**config.mk**
```make
export PLATFORM = sky130hd
export DESIGN_NAME = cnt_bus_arbiter
export DESIGN_NICKNAME = d
export VERILOG_FILES = /design/src/rtl/cnt_bus_arbiter_pkg.sv /design/src/rtl/cnt_bus_arbiter_rr_arbiter.sv /design/src/rtl/cnt_bus_arbiter.sv
export SDC_FILE = /design/constraint.sdc
export NUM_CORES = 1
export LEC_CHECK = 0
export CORE_MARGIN = 2
export CORE_UTILIZATION = 44
export CTS_CLUSTER_SIZE = 40
export DETAILED_ROUTE_END_ITERATION = 7
export PLACE_DENSITY = 0.95
export SKIP_LAST_GASP = 1
export SYNTH_ARGS = -nofsm -noshare
export SYNTH_HDL_FRONTEND = slang
export SYNTH_HIERARCHICAL = 1
export SYNTH_SLANG_ARGS = --single-unit
```
**constraint.sdc**
```tcl
create_clock -name clk -period 5.4 [get_ports clk]
set_clock_uncertainty 0.2 [all_clocks]
set_input_delay 1.08 -clock clk [delete_from_list [all_inputs] [get_ports clk]]
set_output_delay 1.08 -clock clk [all_outputs]
set_load 0.05 [all_outputs]
```
**src/rtl/cnt_bus_arbiter_pkg.sv**
```systemverilog
// rtl/cnt_bus_arbiter_pkg.sv - shared parameters and tag type for the cnt_bus read-port arbiter
//
// Purpose: widths and latency of the controller-register BRAM read port, plus
//          the tag carried through the read-latency pipeline.
// Ports:   none (package).
package cnt_bus_arbiter_pkg;

  localparam int CNT_ADDR_W       = 8;
  localparam int CNT_DATA_W       = 16;
  localparam int CNT_READ_LATENCY = 2;

  // Tag id is sized for the largest legal requester count (8) so one tag type
  // serves every NUM_REQ configuration.
  localparam int CNT_MAX_REQ = 8;
  localparam int CNT_ID_W    = $clog2(CNT_MAX_REQ);

  typedef struct packed {
    logic                valid;
    logic [CNT_ID_W-1:0] id;
  } cnt_tag_t;

endpackage

```
**src/rtl/cnt_bus_arbiter_rr_arbiter.sv**
```systemverilog
// rtl/cnt_bus_arbiter_rr_arbiter.sv - round-robin one-hot grant with rotating priority pointer
//
// Purpose: combinational one-hot grant from req and a priority pointer; the
//          pointer moves to one past the winner on an accepted grant.
// Ports:
//   clk     in   system clock
//   rst_n   in   asynchronous active-low reset (pointer to 0)
//   req     in   NUM_REQ request vector
//   accept  in   grant was taken this cycle
//   gnt     out  NUM_REQ one-hot grant, combinational
module cnt_bus_arbiter_rr_arbiter
  import cnt_bus_arbiter_pkg::*;
#(
  parameter int NUM_REQ = 4
) (
  input  logic               clk,
  input  logic               rst_n,
  input  logic [NUM_REQ-1:0] req,
  input  logic               accept,
  output logic [NUM_REQ-1:0] gnt
);

  localparam int PTR_W = $clog2(NUM_REQ);

  logic [PTR_W-1:0]     ptr;
  logic [PTR_W-1:0]     win;
  logic [2*NUM_REQ-1:0] req2;
  logic [NUM_REQ-1:0]   rot_req;
  logic [NUM_REQ-1:0]   rot_gnt;
  logic [2*NUM_REQ-1:0] gnt2;

  // Rotate req so that index ptr sits at bit 0, pick the lowest set bit,
  // then rotate the one-hot result back into requester order.
  always_comb begin
    req2    = {req, req};
    rot_req = NUM_REQ'(req2 >> ptr);
    rot_gnt = rot_req & (~rot_req + NUM_REQ'(1));
    gnt2    = {rot_gnt, rot_gnt} << ptr;
    gnt     = gnt2[2*NUM_REQ-1:NUM_REQ];
  end

  always_comb begin
    win = '0;
    for (int i = 0; i < NUM_REQ; i++) begin
      if (gnt[i]) win = PTR_W'(i);
    end
  end

  always_ff @(posedge clk or negedge rst_n) begin
    if (!rst_n) begin
      ptr <= '0;
    end else if (accept) begin
      ptr <= (win == PTR_W'(NUM_REQ - 1)) ? '0 : win + PTR_W'(1);
    end
  end

endmodule

```
**src/rtl/cnt_bus_arbiter.sv**
```systemverilog
// rtl/cnt_bus_arbiter.sv - shares the cnt_bus BRAM read port among NUM_REQ requesters
//
// Purpose: one accepted read per cycle, registered CNT address, fixed-latency
//          return of data with a one-hot per-requester valid strobe.
// Build option: CNT_ARB_FIXED_PRIO_EN selects fixed priority (lowest index
//               wins, no pointer); default is round-robin.
// Ports:
//   clk       in   system clock
//   rst_n     in   asynchronous active-low reset
//   req       in   NUM_REQ per-requester read request
//   addr      in   NUM_REQ*ADDR_W packed addresses, slice i for req[i]
//   gnt       out  NUM_REQ one-hot grant, combinational
//   rvalid    out  NUM_REQ one-hot read-data strobe, registered
//   rdata     out  DATA_W shared read data, registered
//   cnt_addr  out  ADDR_W address to cnt_bus, registered
//   cnt_dout  in   DATA_W data from cnt_bus
module cnt_bus_arbiter
  import cnt_bus_arbiter_pkg::*;
#(
  parameter int NUM_REQ      = 4,
  parameter int READ_LATENCY = CNT_READ_LATENCY,
  parameter int ADDR_W       = CNT_ADDR_W,
  parameter int DATA_W       = CNT_DATA_W
) (
  input  logic                      clk,
  input  logic                      rst_n,
  input  logic [NUM_REQ-1:0]        req,
  input  logic [NUM_REQ*ADDR_W-1:0] addr,
  output logic [NUM_REQ-1:0]        gnt,
  output logic [NUM_REQ-1:0]        rvalid,
  output logic [DATA_W-1:0]         rdata,
  output logic [ADDR_W-1:0]         cnt_addr,
  input  logic [DATA_W-1:0]         cnt_dout
);

  logic                accept;
  logic [CNT_ID_W-1:0] acc_id;
  logic [ADDR_W-1:0]   acc_addr;

  // Stage s holds the tag accepted s edges ago; the last stage lines up with
  // valid cnt_dout for that read.
  cnt_tag_t pipe [0:READ_LATENCY];

`ifdef CNT_ARB_FIXED_PRIO_EN
  assign gnt = req & (~req + NUM_REQ'(1));
`else
  cnt_bus_arbiter_rr_arbiter #(
    .NUM_REQ (NUM_REQ)
  ) u_rr_arbiter (
    .clk    (clk),
    .rst_n  (rst_n),
    .req    (req),
    .accept (accept),
    .gnt    (gnt)
  );
`endif

  assign accept = |(req & gnt);

  always_comb begin
    acc_id   = '0;
    acc_addr = '0;
    for (int i = 0; i < NUM_REQ; i++) begin
      if (gnt[i]) begin
        acc_id   = CNT_ID_W'(i);
        acc_addr = addr[i*ADDR_W +: ADDR_W];
      end
    end
  end

  always_ff @(posedge clk or negedge rst_n) begin
    if (!rst_n) begin
      cnt_addr <= '0;
      rvalid   <= '0;
      rdata    <= '0;
      for (int s = 0; s <= READ_LATENCY; s++) begin
        pipe[s] <= '0;
      end
    end else begin
      if (accept) cnt_addr <= acc_addr;

      pipe[0].valid <= accept;
      pipe[0].id    <= acc_id;
      for (int s = 1; s <= READ_LATENCY; s++) begin
        pipe[s] <= pipe[s-1];
      end

      if (pipe[READ_LATENCY].valid) begin
        rvalid <= NUM_REQ'(1) << pipe[READ_LATENCY].id;
        rdata  <= cnt_dout;
      end else begin
        rvalid <= '0;
      end
    end
  end

endmodule

```
==> reports/results.md <==
| Group | Parameter | This run |
| --- | --- | --- |
| outcome | Outcome | finished, final reports clean |
| setup path | CP cell instances | clkdlybuf4s50_1 > nor2b_2 > o22a_1 > o22ai_1 > and2_1 > clkdlybuf4s50_1 |
| drt | Wire length reported by the detailed router | 4040 um |
| setup path | Crit start category | primary input |
| clock network | Clock input transition at the sequential cells of the worst setup and hold paths | 0.07 ns |
| setup path | Crit path top cell by count | sky130_fd_sc_hd__clkdlybuf4s50_1 |
| grt | Overall global routing resource usage | 0.187 |
| synth | Leading cell type by number of instances after synthesis | sky130_fd_sc_hd__dfrtp_1 |
| clock network | TritonCTS Buffers | 5 |
| clock network | Clock tree from TritonCTS | yes |
| floorplan | Effective utilization at floorplan | 0.459 |
| power | Sequential fraction of design power | 0.306 |
| power | Maximum vdd drop | 0.000324 V |
| min path | Type of the most critical hold path | flip-flop to flip-flop |
| drt | Routed wirelength normalized by instance count | 14.1 um |
| clock network | Count of hold-fix buffers inserted at cts | 0 |
| floorplan | Total number of placement rows | 23 |
| cells and area | Final #Nets | 291 |
| timing | PnR worst setup slack | 0.802 ns |
| timing | Part of the cycle the worst path needs | 0.852 |
| setup path | CP top delay family | buffers and inverters |
| clock network | Number of gates resized after cts | 0 |
| place | Placer congestion estimate | 0.784 |
| cells and area | Count of antenna diodes in the layout | 0 |
| cells and area | Layout filler cell count | 292 |
| grt | Routing usage on met1 | 0.229 |
| clock network | Clock root buffer master | sky130_fd_sc_hd__clkbuf_8 |
| setup path | Number of cell instances on the worst register-to-register path | 8 |
| setup path | Total stage count of the critical path | 6 |
| synth | Sequential-to-total area share from yosys stat | 0.531 |
| timing | Total setup violations reported at the end of the flow | 0 |
| timing | Setup_tns | 0 ns |
| setup path | Beginning of the worst register-to-register path | u_rr_arbiter/ptr[1] |
| timing | Endpoints failing hold | 0 |
| synth | Fraction of the mapped netlist area in compound gates | 0.173 |
| grt | M2 GR Usage | 0.293 |
| synth | Simple logic cell fraction of the synthesized area | 0.124 |
| synth | Total nets after synthesis | 209 |
| drt | Number of violations reported at the end of detailed-routing iteration 0 | 119 |
| drt | Residual DRC | 0 |
| grt | Vias in the first global route | 1398 |
| power | Net Sw Frac | 0.462 |
| timing | Measured slew at the worst slew-check pin | 0.794 ns |
| cells and area | Area growth syn-to-layout | 49.4% |
| power | Internal Power | 0.915 mW |
| power | Clk network pwr share | 0.102 |
| setup path | Crit path required time | 4.12 ns |
| clock network | Post-CTS Setup Inserts | 0 |
| clock network | Clock Latency Late Sink | 0.29 ns |
| synth | Count of different cell masters after synthesis | 31 |
| synth | Top cell types by occurrence after synthesis | sky130_fd_sc_hd__dfrtp_1, sky130_fd_sc_hd__mux2_2, sky130_fd_sc_hd__inv_1 |
| timing | Maximum clock frequency | 217 MHz |
| timing | Final critical-path required period | 4.60 ns |
| synth | Number of flops mapped to enable cells by yosys | 0 |
| synth | XOR/XNOR share of the synthesized area | 0 |
| floorplan | DIE WIDTH | 68.6 um |
| timing | Final count of pins violating max slew | 0 |
| grt | Largest net degree at the start of global routing | 40 |
| synth | Synthesized netlist cell count | 155 |
| timing | Max-slew headroom at the worst pin | 0.471 |
| place | Number of port buffers | 85 |
| synth | Synth area leaders | sky130_fd_sc_hd__dfrtp_1, sky130_fd_sc_hd__mux2_2, sky130_fd_sc_hd__a31oi_2, sky130_fd_sc_hd__a221o_1, sky130_fd_sc_hd__nand3b_1 |
| floorplan | Die height | 68.6 um |
| setup path | R2R Setup Slk | 2.56 ns |
| drt | Number of antenna-violating nets in the routed design | 0 |
| grt | Met3 track utilization from global routing | 0.0682 |
| synth | Synth Area per Inst | 11.9 um2 |
| grt | Global-route wire length before repair | 6310 um |
| setup path | Critical path endpoint | gnt[0] |
| cells and area | Ratio of cells with drive above 1 in the final layout | 0.153 |
| drt | Overall via count from detail_route | 1483 |
| synth | Count of warnings emitted by yosys | 6 |
| power | Areal power density over the cells | 620 nW/um2 |
| clock network | Num Clock Sinks | 39 |
| power | Total net switching power | 0.786 mW |
| timing | Setup repair after global routing missed its margin | no |
| grt | Overall overflow remaining after global route | 0 |
| synth | Area of the mapped netlist | 1840 um2 |
| synth | #FFs+latches synth | 39 |
| floorplan | Placeable core area | 4000 um2 |
| floorplan | Total Die Area | 4710 um2 |
| synth | Mux contribution to synthesized area | 0.103 |
| synth | Synth Flop Type | sky130_fd_sc_hd__dfrtp_1 |
| synth | Yosys top cell area share | 0.531 |
| setup path | Largest stage delay on the critical path | 0.87 ns |
| grt | Layer carrying the most global-route usage | met2 |
| drt | Vias/cell | 5.19 |
| drt | Detailed-routing iteration count for the pre-antenna-repair pass | 4 |
| synth | Ys async rst share | 1.00 |
| power | Leakage | 1.12 nW |
| setup path | Crit Path Category | primary input to output port |
| grt | Antenna violations before repair | 0 |
| timing | Worst slack on hold paths | 0.149 ns |
| floorplan | Count of pins on the block boundary | 86 |
| clock network | Max clock buf depth | 2 |
| setup path | Worst-path maximum fanout | 10 |
| synth | Adder and majority cell fraction of the synthesized area | 0 |
| synth | Library cell occupying the most area in the post-synthesis netlist | sky130_fd_sc_hd__dfrtp_1 |
| synth | Largest family of logic cells by synthesized area | compound AO/OA/AOI/OAI gates |
| setup path | Worst R2R End | u_rr_arbiter/ptr[0] |
| setup path | First element of the critical path | req[2] |
| power | Gate power share | 0.592 |
| setup path | Worst path arrival time | 3.32 ns |
| setup path | Crit end category | output port |
| clock network | Number of H-tree levels | 2 |
| setup path | Critical path buffer and inverter count | 2 |
| place | Half-perimeter wire length after placement | 3010 um |
| flow run | Max capacitance violation total | 0 |
| setup path | Slowest cell on the critical path | sky130_fd_sc_hd__clkdlybuf4s50_1 |
| place | Post-placement worst setup slack | 0.826 ns |
layer usage:
layer | vias to the layer above | share of wire
met5 | - | 0
met4 | 0 | 0.024
met3 | 11 | 0.11
met2 | 76 | 0.44
met1 | 673 | 0.42
li1 | 723 | -
cell type report:
cell class,instances,area [um2],share of cell area
clock buffers,6,72.6,0.0264
inverters,12,45.0,0.0164
multi-input cells,93,736,0.268
flip-flops and latches,39,976,0.356
well taps,50,62.6,0.0228
repair buffers,86,853,0.311
power groups by stage:
stage / Combinational (mW) / Sequential (mW) / Clock (mW)
3_5_place_dp: 1.01 / 0.529 / 0
2_1_floorplan: 0.380 / 0.858 / 0
3_3_place_gp: 0.997 / 0.521 / 0
6_report: 1.01 / 0.521 / 0.173
4_1_cts: 1.01 / 0.524 / 0.177
5_1_grt: 1.07 / 0.543 / 0.192
state kept, by name, summed over array words and instances, names as in the netlist:
signal            count
cnt_addr              8
pipe                  9
rdata                16
rvalid                4
u_rr_arbiter/ptr      2
layout by cell type (no fill, tap or decap), types with 2 or more instances in the layout:
cell type	count
sky130_fd_sc_hd__clkdlybuf4s50_1	84
sky130_fd_sc_hd__dfrtp_1	39
sky130_fd_sc_hd__mux2_2	16
sky130_fd_sc_hd__inv_1	12
sky130_fd_sc_hd__nand2_1	10
sky130_fd_sc_hd__a21oi_1	9
sky130_fd_sc_hd__a221o_1	9
sky130_fd_sc_hd__nor3_1	9
sky130_fd_sc_hd__nand3b_1	8
sky130_fd_sc_hd__a31oi_2	8
sky130_fd_sc_hd__clkbuf_8	5
sky130_fd_sc_hd__nor2_1	3
sky130_fd_sc_hd__a22o_1	2
sky130_fd_sc_hd__o21ai_1	2
sky130_fd_sc_hd__and2_1	2
through the flow:
| stage | area [um2] | power [mW] | utilization | instances |
|---|---|---|---|---|
| floorplan | 1840 | 1.24 | - | 155 |
| global placement | 2670 | 1.52 | 0.668 | 280 |
| detailed placement | 2670 | 1.54 | 0.668 | 280 |
| CTS | 2750 | 1.71 | 0.686 | 286 |
| global route | 2750 | 1.80 | 0.686 | 286 |
| finish | 2750 | 1.70 | 0.686 | 286 |
cell families after synthesis:
family,Yosys count
mux,17
simple gates,40
flops,39
buf+inv,23
compound gates,36
how the worst min path moves through the flow:
stage	slack (ns)	cells after the start	to	start
floorplan	0.13	0	pipe[0]	pipe[4]
global placement	0.13	0	pipe[1]	pipe[5]
detailed placement	0.14	0	pipe[5]	pipe[9]
CTS	0.15	0	pipe[5]	pipe[9]
global route	0.16	0	pipe[1]	pipe[5]
finish	0.15	0	pipe[5]	pipe[9]
Power figures use the tool's default switching activity.
